[src/rtl/trace_pkg.sv]
// Shared constants, record layout and serializer state encodings for trace capture.
package trace_pkg;

    localparam int          DEFAULT_WIDTH  = 8;
    localparam int          RECORD_BYTES   = 6;
    localparam logic [7:0]  DEFAULT_HEADER = 8'hA5;

    // Captured architectural state; pc occupies the most significant byte.
    typedef struct packed {
        logic [DEFAULT_WIDTH-1:0] pc;
        logic [DEFAULT_WIDTH-1:0] ir;
        logic [DEFAULT_WIDTH-1:0] a;
        logic [DEFAULT_WIDTH-1:0] b;
        logic [DEFAULT_WIDTH-1:0] x;
        logic [DEFAULT_WIDTH-1:0] q;
    } record_t;

    typedef enum logic [1:0] {
        IDLE = 2'd0,
        HDR  = 2'd1,
        BODY = 2'd2
    } state_t;

endpackage

[src/rtl/trace_fifo.sv]
// Record FIFO: DEPTH entries of W bits, head visible combinationally while not empty.
module trace_fifo #(
    parameter int W     = 48,
    parameter int DEPTH = 4
) (
    input  logic                      clk,
    input  logic                      reset,
    input  logic                      push,
    input  logic                      pop,
    input  logic [W-1:0]              din,
    output logic [W-1:0]              dout,
    output logic [$clog2(DEPTH):0]    level,
    output logic                      full,
    output logic                      empty
);

    localparam int AW = $clog2(DEPTH);
    localparam int LW = AW + 1;

    logic [W-1:0]  mem [DEPTH];
    logic [AW-1:0] wr_ptr;
    logic [AW-1:0] rd_ptr;
    logic          push_ok;
    logic          pop_ok;

    assign full    = (level == LW'(DEPTH));
    assign empty   = (level == '0);
    assign pop_ok  = pop && !empty;
    // A push into a full FIFO still lands when the head leaves on the same edge.
    assign push_ok = push && (!full || pop_ok);
    assign dout    = mem[rd_ptr];

    // Pointer and occupancy bookkeeping; pointers wrap naturally at DEPTH.
    always_ff @(posedge clk) begin
        if (reset) begin
            wr_ptr <= '0;
            rd_ptr <= '0;
            level  <= '0;
        end else begin
            if (push_ok) wr_ptr <= wr_ptr + AW'(1);
            if (pop_ok)  rd_ptr <= rd_ptr + AW'(1);
            case ({push_ok, pop_ok})
                2'b10:   level <= level + LW'(1);
                2'b01:   level <= level - LW'(1);
                default: level <= level;
            endcase
        end
    end

    // Record storage; contents are only meaningful behind the occupancy count.
    always_ff @(posedge clk) begin
        if (push_ok) mem[wr_ptr] <= din;
    end

endmodule

[src/rtl/trace_capture.sv]
// Snapshots CPU state on each step strobe and streams it out as framed bytes.
module trace_capture
    import trace_pkg::*;
#(
    parameter int               WIDTH  = DEFAULT_WIDTH,
    parameter int               DEPTH  = 4,
    parameter logic [WIDTH-1:0] HEADER = WIDTH'(DEFAULT_HEADER)
) (
    input  logic                    clk,
    input  logic                    reset,
    input  logic                    step,
    input  logic [WIDTH-1:0]        pc,
    input  logic [WIDTH-1:0]        ir,
    input  logic [WIDTH-1:0]        a,
    input  logic [WIDTH-1:0]        b,
    input  logic [WIDTH-1:0]        x,
    input  logic [WIDTH-1:0]        q,
    output logic                    out_valid,
    output logic [WIDTH-1:0]        out_data,
    input  logic                    out_ready,
    output logic [$clog2(DEPTH):0]  level,
    output logic [7:0]              dropped
);

    localparam int REC_W = WIDTH * RECORD_BYTES;

    state_t             state, state_n;
    logic [2:0]         idx, idx_n;
    logic [REC_W-1:0]   shadow, shadow_n;
    logic [REC_W-1:0]   fifo_dout;
    logic               out_valid_n;
    logic [WIDTH-1:0]   out_data_n;
    logic               pop;
    logic               full;
    logic               empty;
    logic               xfer;

    // Field i of a record, counting from pc (0) down to q (5).
    function automatic logic [WIDTH-1:0] field_sel(input logic [REC_W-1:0] rec,
                                                   input logic [2:0] i);
        logic [REC_W-1:0] sh;
        sh = rec >> (WIDTH * (RECORD_BYTES - 1 - int'(i)));
        return sh[WIDTH-1:0];
    endfunction

    trace_fifo #(.W(REC_W), .DEPTH(DEPTH)) u_fifo (
        .clk   (clk),
        .reset (reset),
        .push  (step),
        .pop   (pop),
        .din   ({pc, ir, a, b, x, q}),
        .dout  (fifo_dout),
        .level (level),
        .full  (full),
        .empty (empty)
    );

    assign xfer = out_valid && out_ready;

    // Serializer next-state: pop a record into the shadow at frame start, then walk its fields.
    always_comb begin
        state_n     = state;
        idx_n       = idx;
        shadow_n    = shadow;
        out_valid_n = out_valid;
        out_data_n  = out_data;
        pop         = 1'b0;
        case (state)
            IDLE: begin
                if (!empty) begin
                    pop         = 1'b1;
                    shadow_n    = fifo_dout;
                    state_n     = HDR;
                    out_valid_n = 1'b1;
                    out_data_n  = HEADER;
                end
            end
            HDR: begin
                if (xfer) begin
                    state_n    = BODY;
                    idx_n      = 3'd0;
                    out_data_n = field_sel(shadow, 3'd0);
                end
            end
            BODY: begin
                if (xfer) begin
                    if (idx == 3'(RECORD_BYTES - 1)) begin
                        if (!empty) begin
                            pop        = 1'b1;
                            shadow_n   = fifo_dout;
                            state_n    = HDR;
                            out_data_n = HEADER;
                        end else begin
                            state_n     = IDLE;
                            out_valid_n = 1'b0;
                        end
                    end else begin
                        idx_n      = idx + 3'd1;
                        out_data_n = field_sel(shadow, idx + 3'd1);
                    end
                end
            end
            default: begin
                state_n     = IDLE;
                out_valid_n = 1'b0;
            end
        endcase
    end

    // Serializer registers; reset aborts any frame in flight.
    always_ff @(posedge clk) begin
        if (reset) begin
            state     <= IDLE;
            idx       <= 3'd0;
            shadow    <= '0;
            out_valid <= 1'b0;
            out_data  <= '0;
        end else begin
            state     <= state_n;
            idx       <= idx_n;
            shadow    <= shadow_n;
            out_valid <= out_valid_n;
            out_data  <= out_data_n;
        end
    end

    // Overflow counter: a step into a full FIFO with no pop on that edge is lost.
    always_ff @(posedge clk) begin
        if (reset) begin
            dropped <= 8'd0;
        end else if (step && full && !pop && (dropped != 8'hFF)) begin
            dropped <= dropped + 8'd1;
        end
    end

endmodule
[config.mk]
export PLATFORM = sky130hd
export DESIGN_NAME = trace_capture
export DESIGN_NICKNAME = d
export VERILOG_FILES = /design/src/rtl/trace_pkg.sv /design/src/rtl/trace_fifo.sv /design/src/rtl/trace_capture.sv
export SDC_FILE = /design/constraint.sdc
export NUM_CORES = 1
export LEC_CHECK = 0
export CAP_MARGIN = 30
export CORE_ASPECT_RATIO = 0.75
export CORE_MARGIN = 2
export CORE_UTILIZATION = 40
export CTS_CLUSTER_DIAMETER = 120
export CTS_CLUSTER_SIZE = 28
export DETAILED_ROUTE_END_ITERATION = 12
export GPL_ROUTABILITY_DRIVEN = 0
export PLACE_DENSITY = 0.66
export SLEW_MARGIN = 20
export SYNTH_ARGS = -nofsm -noshare
export SYNTH_HDL_FRONTEND = slang
export SYNTH_SLANG_ARGS = --single-unit
[constraint.sdc]
create_clock -name clk -period 4.6 [get_ports clk]
set_clock_uncertainty 0.2 [all_clocks]
set_input_delay 1.15 -clock clk [delete_from_list [all_inputs] [get_ports clk]]
set_output_delay 1.15 -clock clk [all_outputs]
set_load 0.05 [all_outputs]
==> run metrics <==
Core Util, Final 46.2%; Remaining DRCs 0; GR peak layer met1; layout cells sized above 1 13.8%; setup tns final 0 ns; Port Buffers 71; CP Capture Type flip-flop; Hold Path Class reg -> reg; final-report max-slew violation count 0; clk_lat worst skew between 0.4 and 0.5 ns; Final setup viols 0; register area share after synthesis 67.6%; Tmin final about 3.3 ns; Worst-Margin Slew just over 0.7 ns; CTS Buf Count 13; met2 GRT Util about a quarter; H-tree levels 1; Worst Setup Path Type in -> reg; Synth cell types 52; Post-synth ARST share 0%; WHS Path Cells 2; clock root buffer master clkbuf_16; pre-CTS setup slack slightly below 0.8 ns; PostCTS Resize Cnt 0; Synth Flop Type edfxtp_1; post-route cell area about 0.012 mm^2; first-pass GRT wire length 36.1 mm; final setup margin approximately 1.3 ns; Boundary Pins between 70 and 80; R2R Path End u_fifo.level[2]$_SDFFE_PP0P_; Fmax achieved 300 MHz; Sinks on Clock Net roughly 270; VDD IR max 0.437 mV; GRT Util Overall ~16%; M1 GR Usage 24.8%; die area 0.0285 mm^2; Post-DP Area between 0.01 and 0.015 mm^2; hold path start shadow[3]$_SDFFE_PP0P_; Mapped Nets roughly 790; Yosys reg bits between 200 and 300; placed cell count between 1,000 and 1,500; largest net degree at the start of global routing between 50 and 60; yosys warns 0; CP max-delay cell clkdlybuf4s50_1; TritonCTS clock tree yes; synthesized area per cell between 10 and 15 um^2; final period utilization a little over 70%; GRT overflow 0; Antenna diodes 0; DRT Wirelength 22.6 mm; Final ANT Viol Nets 0; Leak just under 4 nW; Worst Path Max Fanout 6; Max Root-Sink Buffers 3; Arrival @ worst endpoint roughly 3.6 ns; crit path cell chain clkdlybuf4s50_1 > nand4_1 > o21a_1 > nor2_1 > ha_1 > inv_1 > fa_1 > xor2_1 > or3_1 > a21oi_1; Post-DP HPWL 14.6 mm; R2R Path Start idx[0]$_SDFFE_PP0P_; Initial Util 40.5%; Fin. Hold Viols 0; EDFF count, synth around 190; number of global-route vias before repair 6,291; commonest non-fill, non-tap cell in the layout edfxtp_1; most frequent cells in the layout 192 x edfxtp_1, 77 x dfxtp_1, 70 x clkdlybuf4s50_1; WP data required slightly below 5 ns; max cap viols 0; RSZ-0062 raised after global routing false; Syn Inst Count about 730; Vias approximately 6,300; Die X a little under 200 um; Mapped Area approximately 0.011 mm^2; met3 usage in global routing between 2 and 2.5%; drt first pass iters 5; Worst path max stage delay about 0.57 ns; hold_buf cts 0; # rows 52; Setup Buffers After CTS 0; initial antenna violation count 0; chip height between 100 and 150 um; final non-filler cell total approximately 1,100; Vias/cell 5.53; status complete, no violations; Final #Nets about 850; WL per Instance roughly 20 um; CORE AREA about 0.027 mm^2; max_slew headroom 52.8%; P&R area growth vs syn 14.1%; worst reg2reg path depth 11; Clk pin slew, worst setup/hold paths between 0.1 and 0.15 ns; Min-Delay Endpoint shadow[3]$_SDFFE_PP0P_; PD cells ~510 mW/mm^2; reg-to-reg setup timing slack ~1.5 ns; Starting DRT DRC Count ~440; startpoint types primary input
[layer usage]
layer,vias to the layer above,wire length (um)
met1,3179,11100
met3,26,1140
met5,-,0
met4,0,310
met2,156,10000
li1,2938,-
[worst max path at each step]
| stage | end | start | depth (start not counted) |
|---|---|---|---|
| after floorplan | u_fifo.mem[0][0]$_DFFE_PP_ | out_ready | 4 |
| after global placement | u_fifo.level[2]$_SDFFE_PP0P_ | out_ready | 12 |
| after detailed placement | u_fifo.level[2]$_SDFFE_PP0P_ | out_ready | 10 |
| after CTS | u_fifo.level[2]$_SDFFE_PP0P_ | out_ready | 10 |
| after global routing | u_fifo.level[2]$_SDFFE_PP0P_ | out_ready | 10 |
| final | u_fifo.level[2]$_SDFFE_PP0P_ | out_ready | 10 |
[state kept, by name, indices dropped and copies added (netlist names), named ones only]
register,count
u_fifo.mem,192
idx,3
u_fifo.level,3
u_fifo.rd_ptr,2
u_fifo.wr_ptr,2
out_data,8
dropped,8
out_valid,1
state,2
shadow,48
[synthesized netlist by cell type (3+ instances only)]
cell type / count / area [um^2]
edfxtp_1: 192 / 5770
dfxtp_1: 79 / 1580
a21oi_1: 66 / 330
o21ai_0: 63 / 315
nand3_1: 54 / 270
mux4_2: 52 / 1170
clkbuf_1: 29 / 109
nand2_1: 27 / 101
nor2_1: 18 / 67.6
inv_1: 16 / 60.1
mux2_2: 14 / 158
ha_1: 13 / 163
buf_2: 12 / 60.1
or3_1: 9 / 56.3
and2_1: 6 / 37.5
mux2i_1: 6 / 60.1
a311oi_1: 5 / 43.8
a31oi_1: 5 / 31.3
o22ai_1: 5 / 31.3
o2bb2ai_1: 4 / 35.0
o31ai_1: 4 / 30.0
or4_1: 4 / 30.0
and3_1: 3 / 18.8
buf_4: 3 / 22.5
nand4_1: 3 / 18.8
xor2_1: 3 / 26.3
[critical path, delay by kind of cell]
family / cells / cell delay, ns
xor+xnor: 1 / 0.15
simple gates: 3 / 0.64
compound gates: 2 / 0.39
buf+inv: 2 / 0.63
fa+ha+maj: 2 / 0.57
[power by group]
part	internal (W)	total (W)	switching, W
Combinational	0.000746	0.00184	0.00109
Clock	0.000547	0.00128	0.000733
Sequential	0.00297	0.00321	0.000240
Total	0.00426	0.00633	0.00207
[through the flow]
stage	power [W]	hold slack, ns
2_1_floorplan	0.00452	0.250
3_3_place_gp	0.00507	0.260
3_5_place_dp	0.00510	0.264
4_1_cts	0.00638	0.280
5_1_grt	0.00669	0.305
6_report	0.00633	0.278
[final cells by class]
class	count	area (um^2)
clock buffer	20	352
inverter	16	60.1
clock inverter	2	20.0
tap	351	439
multi-input combinational	393	3270
fill	2376	14400
timing repair buffer	86	893
sequential	271	7350
[cell families after synthesis]
kind of cell / synth area share (%)
DFF: 67.6
AOI/OAI and AO/OA: 8.87
and+or+nand+nor: 6.23
muxes: 12.8
buffers and inverters: 2.53
adders and majority gates: 1.68
xor gates and xnor gates: 0.242
Note: power is estimated with default switching activity, not from simulation.
